===== src/rtl/matrix_rx_pkg.sv =====
// Shared constants, pixel-word layout and FSM encoding for the LED-matrix receiver.
package matrix_rx_pkg;

  localparam int COLS_DEF     = 32;
  localparam int ROW_BITS_DEF = 4;

  // One shifted pixel word holds both halves: {lower r,g,b, upper r,g,b}
  localparam int RGB_W  = 3;
  localparam int PIX_W  = 2 * RGB_W;
  localparam int UP_LSB = 0;
  localparam int LO_LSB = RGB_W;

  typedef enum logic {
    ST_IDLE = 1'b0,
    ST_EMIT = 1'b1
  } state_t;

  function automatic logic [PIX_W-1:0] pack_pixel(input logic [1:0] r,
                                                  input logic [1:0] g,
                                                  input logic [1:0] b);
    return {r[1], g[1], b[1], r[0], g[0], b[0]};
  endfunction

endpackage


===== src/rtl/matrix_rx_if.sv =====
// Pixel-write stream from the receiver to a framebuffer or checker.
interface matrix_rx_if
  import matrix_rx_pkg::*;
#(
  parameter int COLS     = COLS_DEF,
  parameter int ROW_BITS = ROW_BITS_DEF
);
  logic                      pix_valid;
  logic                      pix_ready;
  logic [$clog2(COLS)-1:0]   pix_x;
  logic [ROW_BITS:0]         pix_y;
  logic [RGB_W-1:0]          pix_rgb;

  modport master (output pix_valid, pix_x, pix_y, pix_rgb, input pix_ready);
  modport slave  (input pix_valid, pix_x, pix_y, pix_rgb, output pix_ready);
endinterface


===== src/rtl/matrix_rx_sync_edge.sv =====
// Two-flop synchronizer for one asynchronous control line plus a rising-edge pulse.
module matrix_sync_edge (
  input  logic clk,
  input  logic rst,
  input  logic i_d,
  output logic o_s,
  output logic o_rise
);
  logic r_meta;
  logic r_sync;
  logic r_sync_d;

  // NOTE: non-blocking assignments make every flop sample the pre-edge value,
  // so the chain really is three stages deep regardless of statement order.
  always_ff @(posedge clk or posedge rst) begin
    if (rst) begin
      r_meta   <= 1'b0;
      r_sync   <= 1'b0;
      r_sync_d <= 1'b0;
    end else begin
      r_meta   <= i_d;
      r_sync   <= r_meta;
      r_sync_d <= r_sync;
    end
  end

  assign o_s    = r_sync;
  assign o_rise = r_sync & ~r_sync_d;
endmodule


===== src/rtl/matrix_rx.sv =====
// Captures one dual-row panel line per latch and replays it as (x,y,rgb) pixel beats,
// upper half then lower half for each column.
module matrix_rx
  import matrix_rx_pkg::*;
#(
  parameter int COLS     = COLS_DEF,
  parameter int ROW_BITS = ROW_BITS_DEF
) (
  input  logic                clk,
  input  logic                rst,
  input  logic [1:0]          i_mat_r,
  input  logic [1:0]          i_mat_g,
  input  logic [1:0]          i_mat_b,
  input  logic [ROW_BITS-1:0] i_mat_row,
  input  logic                i_mat_clk,
  input  logic                i_mat_lat,
  input  logic                i_mat_oe,
  input  logic                i_clr_status,
  output logic                o_frame_start,
  output logic                o_ovf,
  output logic                o_len_err,
  matrix_rx_if.master         pix
);
  localparam int XW = $clog2(COLS);
  localparam int CW = $clog2(COLS + 2);
  localparam logic [CW-1:0] CNT_FULL = CW'(COLS);
  localparam logic [CW-1:0] CNT_SAT  = CW'(COLS + 1);
  localparam logic [XW-1:0] X_LAST   = XW'(COLS - 1);

  logic w_mclk_s, w_clk_rise;
  logic w_mlat_s, w_lat_rise;
  logic w_oe_s,   w_oe_rise;
  logic w_unused;

  matrix_sync_edge u_sync_clk (.clk(clk), .rst(rst), .i_d(i_mat_clk), .o_s(w_mclk_s), .o_rise(w_clk_rise));
  matrix_sync_edge u_sync_lat (.clk(clk), .rst(rst), .i_d(i_mat_lat), .o_s(w_mlat_s), .o_rise(w_lat_rise));
  matrix_sync_edge u_sync_oe  (.clk(clk), .rst(rst), .i_d(i_mat_oe),  .o_s(w_oe_s),   .o_rise(w_oe_rise));

  // Output enable is synchronized for completeness but has no effect on capture.
  assign w_unused = &{1'b0, w_mclk_s, w_mlat_s, w_oe_s, w_oe_rise};

  // Data buses use the same two-flop depth so they line up with the edge pulses.
  logic [PIX_W-1:0]    r_dat_meta, r_dat_s;
  logic [ROW_BITS-1:0] r_row_meta, r_row_s;

  always_ff @(posedge clk or posedge rst) begin
    if (rst) begin
      r_dat_meta <= '0;
      r_dat_s    <= '0;
      r_row_meta <= '0;
      r_row_s    <= '0;
    end else begin
      r_dat_meta <= pack_pixel(i_mat_r, i_mat_g, i_mat_b);
      r_dat_s    <= r_dat_meta;
      r_row_meta <= i_mat_row;
      r_row_s    <= r_row_meta;
    end
  end

  logic [PIX_W-1:0] r_shift      [COLS];
  logic [PIX_W-1:0] w_shift_next [COLS];
  logic [PIX_W-1:0] r_hold       [COLS];
  logic [CW-1:0]    r_cnt;
  logic [CW-1:0]    w_cnt_next;

  // Index x of the shift register ends up holding column x after a full line.
  // NOTE: the default copy before the conditional keeps this block free of latches.
  always_comb begin
    w_shift_next = r_shift;
    if (w_clk_rise) begin
      w_shift_next[0] = r_dat_s;
      for (int i = 1; i < COLS; i++) w_shift_next[i] = r_shift[i-1];
    end
  end

  assign w_cnt_next = (w_clk_rise && r_cnt != CNT_SAT) ? r_cnt + 1'b1 : r_cnt;

  state_t            r_state;
  logic              r_valid;
  logic [XW-1:0]     r_x;
  logic              r_half;
  logic [ROW_BITS-1:0] r_row;
  logic              r_frame_start;
  logic              r_ovf;
  logic              r_len_err;
  logic              w_accept;
  logic              w_hs;

  assign w_accept = w_lat_rise && (r_state == ST_IDLE);
  assign w_hs     = r_valid & pix.pix_ready;

  always_ff @(posedge clk or posedge rst) begin
    if (rst) begin
      for (int i = 0; i < COLS; i++) r_shift[i] <= '0;
      r_cnt <= '0;
    end else begin
      r_shift <= w_shift_next;
      r_cnt   <= w_lat_rise ? '0 : w_cnt_next;
    end
  end

  // NOTE: the hold buffer is cleared on reset so a line emitted after reset never
  // carries pixels from before it; a reset-free RAM would need a write-before-read guard.
  always_ff @(posedge clk or posedge rst) begin
    if (rst) begin
      for (int i = 0; i < COLS; i++) r_hold[i] <= '0;
    end else if (w_accept) begin
      r_hold <= w_shift_next;
    end
  end

  always_ff @(posedge clk or posedge rst) begin
    if (rst) begin
      r_state       <= ST_IDLE;
      r_valid       <= 1'b0;
      r_x           <= '0;
      r_half        <= 1'b0;
      r_row         <= '0;
      r_frame_start <= 1'b0;
    end else begin
      r_frame_start <= 1'b0;
      case (r_state)
        ST_IDLE: begin
          if (w_lat_rise) begin
            r_state       <= ST_EMIT;
            r_valid       <= 1'b1;
            r_x           <= '0;
            r_half        <= 1'b0;
            r_row         <= r_row_s;
            r_frame_start <= (r_row_s == '0);
          end
        end
        ST_EMIT: begin
          if (w_hs) begin
            if (!r_half) begin
              r_half <= 1'b1;
            end else begin
              r_half <= 1'b0;
              if (r_x == X_LAST) begin
                r_state <= ST_IDLE;
                r_valid <= 1'b0;
              end else begin
                r_x <= r_x + 1'b1;
              end
            end
          end
        end
      endcase
    end
  end

  // Sticky flags: a set in the same cycle as a clear wins.
  always_ff @(posedge clk or posedge rst) begin
    if (rst) begin
      r_ovf     <= 1'b0;
      r_len_err <= 1'b0;
    end else begin
      if (w_lat_rise && w_cnt_next != CNT_FULL) r_len_err <= 1'b1;
      else if (i_clr_status)                    r_len_err <= 1'b0;
      if (w_lat_rise && r_state != ST_IDLE)     r_ovf     <= 1'b1;
      else if (i_clr_status)                    r_ovf     <= 1'b0;
    end
  end

  assign pix.pix_valid = r_valid;
  assign pix.pix_x     = r_x;
  assign pix.pix_y     = {r_half, r_row};
  assign pix.pix_rgb   = r_half ? r_hold[r_x][LO_LSB +: RGB_W] : r_hold[r_x][UP_LSB +: RGB_W];

  assign o_frame_start = r_frame_start;
  assign o_ovf         = r_ovf;
  assign o_len_err     = r_len_err;
endmodule


===== src/flat_wrapper.sv =====
// flat-port wrapper written by rule: the top's interface ports become plain ports
module matrix_rx_flat import matrix_rx_pkg::*;
#(
  parameter int COLS     = COLS_DEF,
  parameter int ROW_BITS = ROW_BITS_DEF
)
  (clk, rst, i_mat_r, i_mat_g, i_mat_b, i_mat_row, i_mat_clk, i_mat_lat, i_mat_oe, i_clr_status, o_frame_start, o_ovf, o_len_err, pix_pix_valid, pix_pix_x, pix_pix_y, pix_pix_rgb, pix_pix_ready);
  matrix_rx_if #(.COLS(COLS), .ROW_BITS(ROW_BITS)) pix_i ();
  input  logic clk;
  input  logic rst;
  input  logic [1:0] i_mat_r;
  input  logic [1:0] i_mat_g;
  input  logic [1:0] i_mat_b;
  input  logic [ROW_BITS-1:0] i_mat_row;
  input  logic i_mat_clk;
  input  logic i_mat_lat;
  input  logic i_mat_oe;
  input  logic i_clr_status;
  output logic o_frame_start;
  output logic o_ovf;
  output logic o_len_err;
  output wire logic [$bits(pix_i.pix_valid)-1:0] pix_pix_valid;
  output wire logic [$bits(pix_i.pix_x)-1:0] pix_pix_x;
  output wire logic [$bits(pix_i.pix_y)-1:0] pix_pix_y;
  output wire logic [$bits(pix_i.pix_rgb)-1:0] pix_pix_rgb;
  input wire logic [$bits(pix_i.pix_ready)-1:0] pix_pix_ready;
  assign pix_pix_valid = pix_i.pix_valid;
  assign pix_pix_x = pix_i.pix_x;
  assign pix_pix_y = pix_i.pix_y;
  assign pix_pix_rgb = pix_i.pix_rgb;
  assign pix_i.pix_ready = pix_pix_ready;
  matrix_rx #(.COLS(COLS), .ROW_BITS(ROW_BITS)) u_core (.clk(clk), .rst(rst), .i_mat_r(i_mat_r), .i_mat_g(i_mat_g), .i_mat_b(i_mat_b), .i_mat_row(i_mat_row), .i_mat_clk(i_mat_clk), .i_mat_lat(i_mat_lat), .i_mat_oe(i_mat_oe), .i_clr_status(i_clr_status), .o_frame_start(o_frame_start), .o_ovf(o_ovf), .o_len_err(o_len_err), .pix(pix_i));
endmodule

===== config.mk =====
export PLATFORM = sky130hd
export DESIGN_NAME = matrix_rx_flat
export DESIGN_NICKNAME = d
export VERILOG_FILES = /design/src/rtl/matrix_rx_pkg.sv /design/src/rtl/matrix_rx_if.sv /design/src/rtl/matrix_rx_sync_edge.sv /design/src/rtl/matrix_rx.sv /design/src/flat_wrapper.sv
export SDC_FILE = /design/constraint.sdc
export NUM_CORES = 1
export LEC_CHECK = 0
export ABC_CLOCK_PERIOD_IN_PS = 27100
export CAP_MARGIN = 40
export CORE_MARGIN = 3
export CORE_UTILIZATION = 56
export CTS_CLUSTER_DIAMETER = 100
export DETAILED_ROUTE_END_ITERATION = 6
export PLACE_DENSITY = 0.73
export SYNTH_ARGS = -nofsm -noshare
export SYNTH_HDL_FRONTEND = slang
export SYNTH_SLANG_ARGS = --single-unit
export TNS_END_PERCENT = 5

===== constraint.sdc =====
create_clock -name clk -period 27.1 [get_ports clk]
set_input_delay 6.775 -clock clk [delete_from_list [all_inputs] [get_ports clk]]
set_output_delay 6.775 -clock clk [all_outputs]
set_load 0.1 [all_outputs]

# == Yosys cells after proc, flatten, opt, wreduce, memory -nomap -nowiden ==
# Index checks and enable logic that the tools add are counted.
# totals
latchBits,0
inputBits,17
output_inout_bits,17
register_bits,431
ram_bits,0
mem_bits_ro,0
wordCells,143
n_memories,0
# classes
magnitude_cmp,1
n_eq_ne,8
n_addsub,2
muxes,31
bitwise,7
mul,0
shift,0
n_reduce_logical,11
div_mod_pow,0
# ops
op,count
192-bit two-way mux,1
6-bit binary-select mux with 5-bit select,1
6-bit two-way mux,4
5-bit two-way mux,4
1-bit two-way mux,16
"6-bit inequality test, second input constant",2
5-bit one-hot mux with 2 select lines,1
"2-bit inequality test, second input constant",4
4-bit AND reduction,2
"6-bit by 1-bit adder with 6-bit output, second input constant",1
"6-bit >= comparator, second input constant",1
5-bit NOT with 6-bit output,1
1-bit one-hot mux with 2 select lines,3
"5-bit by 1-bit adder with 5-bit output, second input constant",1
"5-bit == test, second input constant",1
1-bit logical AND,4
4-bit zero test,1
2-bit AND reduction,2
2-bit nonzero test,2
1-bit AND,3
3-bit two-way mux,1
1-bit NOT,3
"2-bit by 1-bit inequality test with 1-bit output, second input constant",1

# == Depth between registers and ports, before layout ==
# Gate-level depths: netlist (run 1).
# depth
ltp_word,7
mapped_depth,9
mapped_depth_nobuf,7

# == By module ==
# Synthesis (run 1) repeated with hierarchy kept, for this count alone.
# hier_totals
cells_unflattened,1480
area_unflattened_um2,17558.1
# modules_own_cells
module,area_each_um2,cells_per_inst,n_inst,seq_area_each_um2
matrix_rx,17372.9,1470,1,10635.2
matrix_sync_edge,92.6,5,2,75.1

# == Worst setup path before layout (run 1) ==
# No wires, ideal clock.
# synth_path
path_type,register -> output
startpoint,"register u_core.r_x[0], in the netlist u_core.pix.pix_x[0]"
endpoint,output port pix_pix_rgb[1]
path_stages_with_launch,10
t_arrival_ns,4.457
path_slack_ns,15.868
path_buffers,4
t_required_ns,20.325
cell_sequence,dfrtp_1 -> buf_6 -> buf_6 -> buf_6 -> buf_4 -> nand3b_1 -> o22ai_1 -> a211o_1 -> a21oi_1 -> a211oi_1
# synth_via
elab_chain_cells,5
# synth_rtl
item,line_no,rtl
start: declaration,matrix_rx.sv:80,logic [XW-1:0] r_x;
start signal: assignment,matrix_rx.sv:143,r_x <= r_x + 1'b1;
5-bit NOT with 6-bit output (not written as such),matrix_rx.sv:168,assign pix.pix_rgb = r_half ? r_hold[r_x][LO_LSB +: RGB_W] : r_hold[r_x][UP_LSB +: RGB_W];
6-bit binary-select mux with 5-bit select,matrix_rx.sv:168,
6-bit two-way mux (not written as such) (2 in series),matrix_rx.sv:168,
3-bit two-way mux,matrix_rx.sv:168,
end: declaration,flat_wrapper.sv:25,output wire logic [$bits(pix_i.pix_rgb)-1:0] pix_pix_rgb;
# No other way between the ends. The select of a mux whose other input is x is not followed.

# == Worst setup path in the final report (run 1) ==
# layout_path
startpoint,"register u_core.r_x[3], in the netlist u_core.pix.pix_x[3]"
endpoint,output port pix_pix_rgb[2]
# Same word-level chain as after synthesis.

==> metrics.log, run 1 <==
INFO  metric status = finished, final reports clean
INFO  metric drt_pass1_iterations = 5
INFO  metric timing.reg2reg.setup_slack = about 24000 ps
INFO  metric drc_errors = 0
INFO  metric ys.flop_type = sky130_fd_sc_hd__dfrtp_1
INFO  metric tritoncts = yes
INFO  metric fin_tns_setup = 0 ps
INFO  metric antenna_found_initial = 0
INFO  metric layout_cells_sized_above_1 = about 7.2%
INFO  metric finalWeightedCongestion = 0.790
INFO  metric finalCritPeriodShare = approximately 40%
INFO  metric critPathLaunch = u_core.pix.pix_x[3]$_DFFE_PP0P_
INFO  metric starting_utilization_of_the_core_area = 57.3%
INFO  metric first_global_vias = between 10000 and 15000
INFO  metric count_of_antenna_diodes_in_the_layout = 0
INFO  metric grt_max_degree = 191
INFO  metric finalMaxSlewViolations = 0
INFO  metric synth_seq_cells = ~430
INFO  metric startpoint_class = register
INFO  metric ctsResizeCount = 0
INFO  metric routed_length_per_placed_instance = ~15 um
INFO  metric synth_largest_type_area_fraction = approximately 61%
INFO  metric netlist_top_cells_area = sky130_fd_sc_hd__dfrtp_1 (61%), sky130_fd_sc_hd__nand2_1 (25%), sky130_fd_sc_hd__mux4_2 (3.6%), sky130_fd_sc_hd__clkbuf_1 (1.8%), sky130_fd_sc_hd__mux2i_1 (1.6%)
INFO  metric min_period = between 10000 and 15000 ps
INFO  metric yosysWarnings = 0
INFO  metric num-nets-final = just under 2000
INFO  metric antenna_left = 0
INFO  metric cellLeakagePower = approximately 0.011 uW
INFO  metric post-cts-setup-buffer-count = 0
INFO  metric cts.sink_count = between 400 and 500
INFO  metric root_buffer = sky130_fd_sc_hd__clkbuf_16
INFO  metric clock_insertion_delay_worst_skew = 530 ps
INFO  metric clock-skew-final = around 13 ps
INFO  metric overflow = 0
INFO  metric post_cts_hold_buffer_count = 0
INFO  metric clock.fmax = between 90 and 100 MHz
INFO  metric clkSlewWorstSetupHoldPaths = approximately 60 ps
INFO  metric rr_startpoint = u_core.u_sync_clk.r_sync_d$_DFF_PP0_
INFO  metric area_growth = 12.7%
INFO  metric asyncSetResetFlopFracSynth = between 90% and 100%
INFO  metric timing_worst_slew_pin_value = between 1000 and 1500 ps
INFO  metric hpwl = 20700 um
INFO  metric pre_cts_ws = 16770 ps
INFO  metric globalRouteTotalUtil = 22.0%
INFO  metric syn-instance-count = between 1500 and 2000
INFO  metric first_pass_grt_wire_length = between 60000 and 70000 um
INFO  metric setup.worst_path.end = pix_pix_rgb[2]
INFO  metric worstPathArrival = 4120 ps
INFO  metric layout_common_cells = sky130_fd_sc_hd__nand2_1 (1170), sky130_fd_sc_hd__dfrtp_1 (429), sky130_fd_sc_hd__clkbuf_16 (45), sky130_fd_sc_hd__clkdlybuf4s50_1 (32)
INFO  metric endpoint_kind = output pin
INFO  metric irDropWorstVdd = between 0.05 and 0.06 mV
INFO  metric cpPeakStageDelay = between 700 and 800 ps
INFO  metric cts.path.max_buffers = 3
INFO  metric cp_top_family = buffers and inverters
INFO  metric finalHoldViolations = 0
INFO  metric finalWorstSetupSlack = around 16000 ps
INFO  metric rows = 64
INFO  metric synth_area_per_cell = 9.27 um2
INFO  metric ys_seq_area_share = around 61%
INFO  metric criticalPathCategory = register to output pin
INFO  metric worst-endpoint-required = a little over 20000 ps
INFO  metric seq_area = around 11000 um2
INFO  metric vias_per_cell = between 5 and 6
INFO  metric drt-total-wl = roughly 36000 um
INFO  metric worst_max_slew_margin_expressed_relative_to_the_limit = 30.4%
INFO  metric cts-htree-levels = 2
INFO  metric floorplan.core_area = ~31000 um2
INFO  metric die-area = roughly 34000 um2
INFO  metric top_cell_type_by_total_area_after_synthesis = sky130_fd_sc_hd__dfrtp_1
INFO  metric worstReg2RegEnd = u_core.r_hold[162]$_DFFE_PP0P_
INFO  metric first_iter_violations = 989
INFO  metric n_fill_cell = between 2000 and 2500
INFO  metric synthesized_netlist_net_count = 1927
INFO  metric number_of_max_cap_violations = 0
INFO  metric critical_path_buf_inv_count = 3
INFO  metric layout_commonest_cell = sky130_fd_sc_hd__nand2_1
INFO  metric pwr_density = just under 80 nW/um2
INFO  metric setup_violations = 0
INFO  metric list_of_cells_traversed_by_the_critical_path = buf_4 -> mux4_2 -> o22ai_1 -> a311oi_1 -> a2111oi_0 -> and4bb_1 -> clkdlybuf4s50_1 -> buf_8
INFO  metric cts-buffers-inserted = between 40 and 50
INFO  metric worstRegToRegCells = 7
INFO  metric yosys.cell_types.count = 42
INFO  metric synth-edff-count = 0
INFO  metric crit_fanout = 21
INFO  metric timing.critical_path.depth = 8
INFO  metric grt_setup_unrepaired = no
INFO  metric critPathSlowestCell = sky130_fd_sc_hd__a2111oi_0
INFO  metric multiInputGateArea = 6390 um2
INFO  metric vias = ~13000
INFO  metric port_buffers = 32
INFO  metric holdCritPathClass = register to register
INFO  metric number_of_i_o_pins = 34
INFO  metric die_height = around 180 um
INFO  metric die_w = 184 um
INFO  metric synth.cell_area = roughly 18000 um2
==> state kept, by name (all words and copies together), names as in the netlist, 4 cells and up <==
| register | flops |
|---|---|
| u_core.r_hold | 192 |
| u_core.r_row | 4 |
| u_core.r_dat_meta | 6 |
| u_core.r_cnt | 6 |
| u_core.pix.pix_x | 5 |
| u_core.r_dat_s | 6 |
| u_core.r_row_meta | 4 |
| u_core.r_row_s | 4 |
| u_core.r_shift | 192 |
==> Yosys cell counts, types with 4 or more instances <==
cell	instances
sky130_fd_sc_hd__dfrtp_1	431
sky130_fd_sc_hd__inv_1	9
sky130_fd_sc_hd__mux2_2	9
sky130_fd_sc_hd__buf_2	5
sky130_fd_sc_hd__o21ai_0	11
sky130_fd_sc_hd__ha_1	4
sky130_fd_sc_hd__nand2b_1	5
sky130_fd_sc_hd__a311oi_1	8
sky130_fd_sc_hd__o22ai_1	11
sky130_fd_sc_hd__a21oi_1	4
sky130_fd_sc_hd__buf_6	6
sky130_fd_sc_hd__mux4_1	8
sky130_fd_sc_hd__mux4_2	28
sky130_fd_sc_hd__buf_1	11
sky130_fd_sc_hd__a211oi_1	6
sky130_fd_sc_hd__mux2i_1	28
sky130_fd_sc_hd__nand4_1	6
sky130_fd_sc_hd__xor2_1	4
sky130_fd_sc_hd__clkbuf_1	84
sky130_fd_sc_hd__nand2_1	1170
sky130_fd_sc_hd__nand3_1	5
sky130_fd_sc_hd__buf_4	6
sky130_fd_sc_hd__nor2_1	15
==> report_power, final <==
group | internal, uW | switching, uW
Clock | 336 | 236
Sequential | 679 | 44.9
Combinational | 94.6 | 166
==> through the flow <==
step | hold WS [ps] | cells | area, um2 | util, % | total power [uW]
2_1_floorplan | 331 | 1906 | 17700 | - | 905
3_3_place_gp | 332 | 2237 | 18200 | 58.9 | 963
3_5_place_dp | 336 | 2258 | 18600 | 60.2 | 997
4_1_cts | 346 | 2332 | 19900 | 64.6 | 1570
5_1_grt | 355 | 2332 | 19900 | 64.6 | 1620
6_report | 348 | 2332 | 19900 | 64.6 | 1560
==> logic make-up (layout without fill, tap and decap cells) <==
group	after synthesis	after routing	synth area share, %
muxes	73	73	6.92
xor gates and xnor gates	7	7	0.347
adders and majority gates	4	4	0.283
buffers and inverters	121	151	2.99
and+or+nand+nor	1216	1216	26.4
DFF	431	431	61.0
AOI/OAI and AO/OA	54	54	2.09
==> area by class of cell <==
type | instances | share of cell area [%]
Inverter | 9 | 0.207
Clock buffer | 69 | 6.51
Clock inverter | 5 | 0.264
Timing Repair Buffer | 68 | 4.28
Sequential cell | 431 | 54.2
Tap cell | 396 | 2.49
Multi-Input combinational cell | 1354 | 32.1
==> metal layers <==
metal,vias to the layer above,GRT usage [%],part of all wire [%]
li1,5997,-,-
met1,6213,30.4,45
met2,282,37.4,48
met3,67,3.07,4.7
met4,0,5.79,2.4
met5,-,0,0
==> worst min path at each step <==
stage,startpoint,end,slack [ps],depth (start not counted)
after floorplan,u_core.r_dat_meta[0]$_DFF_PP0_,u_core.r_dat_s[0]$_DFF_PP0_,330,0
after global routing,u_core.r_row_meta[0]$_DFF_PP0_,u_core.r_row_s[0]$_DFF_PP0_,350,0
after global placement,u_core.r_dat_meta[3]$_DFF_PP0_,u_core.r_dat_s[3]$_DFF_PP0_,330,0
after detailed placement,u_core.r_row_meta[2]$_DFF_PP0_,u_core.r_row_s[2]$_DFF_PP0_,340,0
after CTS,u_core.r_dat_meta[1]$_DFF_PP0_,u_core.r_dat_s[1]$_DFF_PP0_,350,0
final,u_core.r_dat_meta[1]$_DFF_PP0_,u_core.r_dat_s[1]$_DFF_PP0_,350,0
Note: power is estimated with default switching activity, not from simulation.
==> inputs of run 2 (changes only) <==
--- a/config.mk
+++ b/config.mk
@@ -5,7 +5,7 @@
 export SDC_FILE = /design/constraint.sdc
 export NUM_CORES = 1
 export LEC_CHECK = 0
-export ABC_CLOCK_PERIOD_IN_PS = 27100
+export ABC_CLOCK_PERIOD_IN_PS = 10200
 export CAP_MARGIN = 40
 export CORE_MARGIN = 3
 export CORE_UTILIZATION = 56
==> constraint.sdc (replaced) <==
create_clock -name clk -period 10.2 [get_ports clk]
set_input_delay 2.55 -clock clk [delete_from_list [all_inputs] [get_ports clk]]
set_output_delay 2.55 -clock clk [all_outputs]
set_load 0.1 [all_outputs]
==> run 2 against run 1 <==
  * Final cell count grew 0.47%
  * Power increased to 2.7 times the previous value
  * Sequential share of layout area down 0.60 points
  * Cell area rose by 1.1%
  * Die area did not move
  * Via count grew 0.25%
  * Clock-buffer cell count fell by 2
  * Setup slack got worse by 13000 ps
  * Global-route usage rose by 0.33 points
  * Sequential power grew to 2.6 times the previous value
  * Clock power increased to 2.7 times the previous value
  * Register-to-register slack worse by 17000 ps
==> metrics.log, run 2 (same netlist as run 1, synthesis figures left out) <==
INFO  metric criticalPathCategory = register to output pin
INFO  metric first_global_vias = 12900 (+1.6%)
INFO  metric cts-buffers-inserted = 44 (-2.2%)
INFO  metric die_w = 184 um (unchanged)
INFO  metric antenna_left = 0 (unchanged)
INFO  metric fin_tns_setup = 0 ps (unchanged)
INFO  metric number_of_max_cap_violations = 0 (unchanged)
INFO  metric setup_violations = 0 (unchanged)
INFO  metric irDropWorstVdd = 0.125 mV (+140%)
INFO  metric pwr_density = 207 nW/um2 (+160%)
INFO  metric grt_max_degree = 178 (-6.8%)
INFO  metric worstPathArrival = 4010 ps (-110 ps)
INFO  metric finalHoldViolations = 0 (unchanged)
INFO  metric first_iter_violations = 965 (-2.4%)
INFO  metric layout_cells_sized_above_1 = 8.12% (+0.88 points)
INFO  metric list_of_cells_traversed_by_the_critical_path = buf_4 -> mux4_2 -> o22ai_1 -> a311oi_1 -> a211oi_1 -> and4bb_1 -> clkdlybuf4s50_1 -> buf_8
INFO  metric port_buffers = 32 (unchanged)
INFO  metric cpPeakStageDelay = 680 ps (-110 ps)
INFO  metric ctsResizeCount = 0 (unchanged)
INFO  metric layout_commonest_cell = sky130_fd_sc_hd__nand2_1
INFO  metric n_fill_cell = 2422 (-1.4%)
INFO  metric multiInputGateArea = 6390 um2 (unchanged)
INFO  metric drc_errors = 0 (unchanged)
INFO  metric die-area = 33700 um2 (unchanged)
INFO  metric cts.sink_count = 431 (unchanged)
INFO  metric tritoncts = yes
INFO  metric worst_max_slew_margin_expressed_relative_to_the_limit = 39.7% (+9.3 points)
INFO  metric antenna_found_initial = 0 (unchanged)
INFO  metric timing.critical_path.depth = 8 (unchanged)
INFO  metric starting_utilization_of_the_core_area = 57.3% (unchanged)
INFO  metric drt_pass1_iterations = 5 (unchanged)
INFO  metric min_period = between 6000 and 7000 ps
INFO  metric crit_fanout = 43 (+100%)
INFO  metric cellLeakagePower = 0.0110 uW (+1.1%)
INFO  metric clock-skew-final = 15.7 ps (+2.42 ps)
INFO  metric endpoint_kind = output pin
INFO  metric clock_insertion_delay_worst_skew = 540 ps (about the same)
INFO  metric rows = 64 (unchanged)
INFO  metric drt-total-wl = 36800 um (+2.0%)
INFO  metric finalCoreUtilization = 65.3% (+0.73 points)
INFO  metric cts-htree-levels = 2 (unchanged)
INFO  metric vias_per_cell = 5.37 (-0.22%)
INFO  metric seq_area = 10800 um2 (unchanged)
INFO  metric hpwl = 21600 um (+4.5%)
INFO  metric timing_worst_slew_pin_value = 904 ps (-140 ps)
INFO  metric number_of_i_o_pins = 34 (unchanged)
INFO  metric grt_setup_unrepaired = no
INFO  metric clock.fmax = 152 MHz
INFO  metric count_of_antenna_diodes_in_the_layout = 0 (unchanged)
INFO  metric num-nets-final = 1937 (+0.36%)
INFO  metric instances_no_fill = 2343 (+0.47%)
INFO  metric largest_registers = u_core.r_hold (192), u_core.r_shift (192)
INFO  metric post-cts-setup-buffer-count = 0 (unchanged)
INFO  metric die_height = 184 um (unchanged)
INFO  metric clkSlewWorstSetupHoldPaths = 60 ps (about the same)
INFO  metric layout_common_cells = sky130_fd_sc_hd__nand2_1 (1170), sky130_fd_sc_hd__dfrtp_1 (429), sky130_fd_sc_hd__clkbuf_16 (45), sky130_fd_sc_hd__clkdlybuf4s50_1 (32)
INFO  metric globalRouteTotalUtil = 22.4% (+0.33 points)
INFO  metric cts.path.max_buffers = 3 (unchanged)
INFO  metric critical_path_buf_inv_count = 3 (unchanged)
INFO  metric overflow = 0 (unchanged)
INFO  metric vias = 12600 (+0.25%)
INFO  metric critPathSlowestCell = sky130_fd_sc_hd__buf_4
INFO  metric hold_depth = 0 (unchanged)
INFO  metric root_buffer = sky130_fd_sc_hd__clkbuf_16
INFO  metric floorplan.core_area = 30800 um2 (unchanged)
INFO  metric area_growth = 13.9%
INFO  metric holdCritPathClass = register to register
INFO  metric finalWeightedCongestion = 0.804 (+1.8%)
INFO  metric finalCritPeriodShare = around 64%
INFO  metric power.total = 4160 uW (+170%)
INFO  metric worstRegToRegCells = 6 (-1)
INFO  metric placed_cells = 2266 (+0.35%)
INFO  metric first_pass_grt_wire_length = 62200 um (+1.0%)
INFO  metric worst-endpoint-required = 7650 ps (-12670 ps)
INFO  metric post_cts_hold_buffer_count = 0 (unchanged)
INFO  metric startpoint_class = register
INFO  metric cp_top_family = buffers and inverters
INFO  metric routed_length_per_placed_instance = 15.7 um (+1.5%)
INFO  metric status = finished, final reports clean
INFO  metric finalMaxSlewViolations = 0 (unchanged)
==> run 2: final cells by class <==
type	count	area share, %
Clock inverter	10	0.249
Clock buffer	67	6.65
Inverter	9	0.186
Tap cell	396	2.46
Multi-Input combinational cell	1354	31.7
Sequential cell	431	53.6
Timing Repair Buffer	76	5.17
==> run 2: where the power goes <==
group	internal [uW]	switching [uW]	leakage (uW)
combinational	258	465	0.00439
sequential	1800	97.3	0.00588
clock	900	639	0.000698
total	2960	1200	0.0110
==> run 2: worst paths after layout <==
kind	slack, ps	start	end
max in group asynchronous	5710	rst	u_core.r_hold[104]$_DFFE_PP0P_
hold / removal	340	u_core.r_dat_meta[3]$_DFF_PP0_	u_core.r_dat_s[3]$_DFF_PP0_
min in group asynchronous	2450	rst	u_core.r_hold[5]$_DFFE_PP0P_
setup / recovery	3640	u_core.pix.pix_x[1]$_DFFE_PP0P_	pix_pix_rgb[2]
hold reg to reg	340	u_core.r_dat_meta[3]$_DFF_PP0_	u_core.r_dat_s[3]$_DFF_PP0_
setup reg to reg	7400	u_core.pix.pix_x[1]$_DFFE_PP0P_	u_core.pix.pix_x[0]$_DFFE_PP0P_
==> run 2: per-layer routing <==
metal	GRT usage (%)	vias up	share of wire [%]
met4	7.25	0	2.4
li1	-	6017	-
met2	37.6	256	48
met5	0	-	0
met1	30.4	6243	45
met3	3.32	75	4.2
==> run 2: metrics by stage <==
stage | worst slack (ps) | cell area (um2) | hold WS (ps)
after global routing | 3500 | 20100 | 358
after floorplan | 1830 | 17700 | 331
after detailed placement | 4190 | 18800 | 336
after global placement | 3830 | 18200 | 332
final | 3640 | 20100 | 345
after CTS | 3630 | 20100 | 349
==> inputs of run 3 (changes only) <==
--- a/config.mk
+++ b/config.mk
@@ -5,7 +5,7 @@
 export SDC_FILE = /design/constraint.sdc
 export NUM_CORES = 1
 export LEC_CHECK = 0
-export ABC_CLOCK_PERIOD_IN_PS = 10200
+export ABC_CLOCK_PERIOD_IN_PS = 6110
 export CAP_MARGIN = 40
 export CORE_MARGIN = 3
 export CORE_UTILIZATION = 56
==> constraint.sdc (replaced) <==
create_clock -name clk -period 6.11 [get_ports clk]
set_input_delay 1.5275 -clock clk [delete_from_list [all_inputs] [get_ports clk]]
set_output_delay 1.5275 -clock clk [all_outputs]
set_load 0.1 [all_outputs]
==> run 3 against run 2 <==
  * Setup slack worse by 2700 ps
  * Die area unchanged
  * Non-clock buffer count shrank 5
  * Register-to-register slack worse by 3900 ps
  * Clock-buffer cell count decreased by 2
  * Critical path depth decreased by 1
  * Power is 68% higher
  * Final cell count down 0.26%
  * Flip-flop and latch count unchanged
  * Critical path type unchanged
  * Highest routed layer is now met5
==> metrics.log, run 3 (same netlist as run 1, synthesis figures left out) <==
INFO  metric rows = 64 (unchanged)
INFO  metric die_w = 184 um (unchanged)
INFO  metric first_iter_violations = 999 (+3.5%)
INFO  metric worstReg2RegEnd = u_core.pix.pix_x[3]$_DFFE_PP0P_
INFO  metric clkSlewWorstSetupHoldPaths = 60 ps (about the same)
INFO  metric antenna_left = 0 (unchanged)
INFO  metric antenna_found_initial = 1 (+1)
INFO  metric drc_errors = 0 (unchanged)
INFO  metric p_seq_share = 46.0% (+0.3 points)
INFO  metric starting_utilization_of_the_core_area = 57.3% (unchanged)
INFO  metric worstRegToRegCells = 8 (+2)
INFO  metric finalWorstSetupSlack = 960 ps (-2680 ps)
INFO  metric vias = 12500 (-0.56%)
INFO  metric number_of_i_o_pins = 34 (unchanged)
INFO  metric port_buffers = 32 (unchanged)
INFO  metric p_switching = 1970 uW (+64%)
INFO  metric overflow = 0 (unchanged)
INFO  metric power.total = 7010 uW (+68%)
INFO  metric count_of_antenna_diodes_in_the_layout = 0 (unchanged)
INFO  metric holdCritStartpoint = u_core.r_dat_meta[1]$_DFF_PP0_
INFO  metric globalRouteTotalUtil = 22.0% (-0.32 points)
INFO  metric finalMaxSlewViolations = 0 (unchanged)
INFO  metric n_fill_cell = 2381 (-1.7%)
INFO  metric intPower = 5040 uW (+70%)
INFO  metric die-area = 33700 um2 (unchanged)
INFO  metric min_period = approximately 5200 ps
INFO  metric grt_setup_unrepaired = no
INFO  metric worstHoldEndpoint = u_core.r_dat_s[1]$_DFF_PP0_
INFO  metric root_buffer = sky130_fd_sc_hd__clkbuf_16
INFO  metric setup_violations = 0 (unchanged)
INFO  metric num-nets-final = 1931 (-0.31%)
INFO  metric startpoint_class = register
INFO  metric swShare = 28.1% (-0.71 points)
INFO  metric finalWeightedCongestion = 0.815 (+1.3%)
INFO  metric first_pass_grt_wire_length = 61700 um (-0.79%)
INFO  metric timing.reg2reg.setup_slack = 3500 ps (-3900 ps)
INFO  metric area_growth = 13.3%
INFO  metric criticalPathCategory = register to output pin
INFO  metric pwr-share-comb = 15.4% (-2.0 points)
INFO  metric hold_depth = 0 (unchanged)
INFO  metric cts-buffers-inserted = 43 (-2.3%)
INFO  metric clock.fmax = 194 MHz
INFO  metric irDropWorstVdd = 0.232 mV (+85%)
INFO  metric routed_length_per_placed_instance = 15.3 um (-2.2%)
INFO  metric grt_max_degree = 200 (+12%)
INFO  metric finalHoldViolations = 0 (unchanged)
INFO  metric worst_max_slew_margin_expressed_relative_to_the_limit = 25.8% (-14 points)
INFO  metric timing_worst_slew_pin_value = 1110 ps (+209 ps)
INFO  metric worstPathArrival = 3620 ps (-390 ps)
INFO  metric finalHoldWorstSlack = 347 ps (+1.92 ps)
INFO  metric holdCritPathClass = register to register
INFO  metric crit_fanout = 41 (-4.7%)
INFO  metric clock_insertion_delay_worst_skew = 530 ps (about the same)
INFO  metric vias_per_cell = 5.36 (-0.31%)
INFO  metric ctsResizeCount = 0 (unchanged)
INFO  metric clkPwrFrac = 38.7% (+1.7 points)
INFO  metric number_of_max_cap_violations = 0 (unchanged)
INFO  metric drt-total-wl = 35900 um (-2.4%)
INFO  metric cellLeakagePower = 0.0109 uW (-0.53%)
INFO  metric endpoint_kind = output pin
INFO  metric rr_startpoint = u_core.pix.pix_x[0]$_DFFE_PP0P_
INFO  metric drt_pass1_iterations = 5 (unchanged)
INFO  metric worst-endpoint-required = 4580 ps (-3070 ps)
INFO  metric pre_cts_ws = 1460 ps (-2730 ps)
INFO  metric status = finished, final reports clean
INFO  metric cts-htree-levels = 2 (unchanged)
INFO  metric cts.path.max_buffers = 3 (unchanged)
INFO  metric layout_commonest_cell = sky130_fd_sc_hd__nand2_1
INFO  metric cts.sink_count = 431 (unchanged)
INFO  metric largest_registers = u_core.r_hold (192), u_core.r_shift (192)
INFO  metric post-cts-setup-buffer-count = 0 (unchanged)
INFO  metric clock-skew-final = 16.6 ps (+0.866 ps)
INFO  metric layout_cells_sized_above_1 = 7.93% (-0.18 points)
INFO  metric die_height = 184 um (unchanged)
INFO  metric pwr_density = 350 nW/um2 (+69%)
INFO  metric hpwl = 20600 um (-4.7%)
INFO  metric layout_common_cells = sky130_fd_sc_hd__nand2_1 (1170), sky130_fd_sc_hd__dfrtp_1 (429), sky130_fd_sc_hd__clkbuf_16 (45), sky130_fd_sc_hd__clkdlybuf4s50_1 (29)
INFO  metric post_cts_hold_buffer_count = 0 (unchanged)
INFO  metric tritoncts = yes
INFO  metric first_global_vias = 12800 (-0.34%)
INFO  metric floorplan.core_area = 30800 um2 (unchanged)
INFO  metric finalCritPeriodShare = a little over four fifths
## run 3: routing by layer
layer / share of wire, % / track usage (%)
met1: 45 / 30.4
met2: 49 / 37.4
met3: 4.2 / 3.60
met4: 1.8 / 4.94
met5: 0.020 / 0
## run 3: final cells by class
type | instances | area (um2) | area share, %
Inverter | 9 | 37.5 | 0.187
Clock buffer | 65 | 1310 | 6.55
Clock inverter | 11 | 161 | 0.806
Tap cell | 396 | 495 | 2.47
Sequential cell | 431 | 10800 | 53.9
Timing Repair Buffer | 71 | 840 | 4.19
Multi-Input combinational cell | 1354 | 6390 | 31.9
## run 3: worst max path at each step
stage | end | cells after the start | start | slack [ps]
floorplan | u_core.o_frame_start$_DFF_PP0_ | 1 | rst | -1240
global placement | pix_pix_rgb[2] | 6 | u_core.pix.pix_x[1]$_DFFE_PP0P_ | 1300
detailed placement | pix_pix_rgb[2] | 7 | u_core.pix.pix_x[1]$_DFFE_PP0P_ | 1460
CTS | pix_pix_rgb[2] | 7 | u_core.pix.pix_x[1]$_DFFE_PP0P_ | 910
global route | pix_pix_rgb[2] | 7 | u_core.pix.pix_x[1]$_DFFE_PP0P_ | 800
finish | pix_pix_rgb[2] | 7 | u_core.pix.pix_x[1]$_DFFE_PP0P_ | 960
## run 3: power groups by stage
stage | sequential (uW) | combinational (uW) | clock (uW)
floorplan | 3260 | 758 | 0
global placement | 3270 | 996 | 0
detailed placement | 3280 | 1080 | 0
CTS | 3230 | 1090 | 2770
global route | 3250 | 1170 | 2880
finish | 3230 | 1080 | 2710
## run 3: critical path: stages (launching register included)
cell	delay, ps
sky130_fd_sc_hd__dfrtp_4	890
sky130_fd_sc_hd__buf_4	480
sky130_fd_sc_hd__mux4_2	550
sky130_fd_sc_hd__o22ai_1	180
sky130_fd_sc_hd__a311oi_1	70
sky130_fd_sc_hd__a211oi_1	380
sky130_fd_sc_hd__and4bb_1	280
sky130_fd_sc_hd__buf_4	240
## run 3: metrics by stage
stage / TNS [ps] / instance area (um2) / cells / utilization, %
after detailed placement: 0 / 18500 / 2261 / 60.2
final: 0 / 20000 / 2337 / 64.9
after CTS: 0 / 20000 / 2337 / 64.9
after global placement: 0 / 18200 / 2243 / 59.2
after floorplan: -533090 / 17700 / 1906 / -
after global routing: 0 / 20000 / 2337 / 64.9
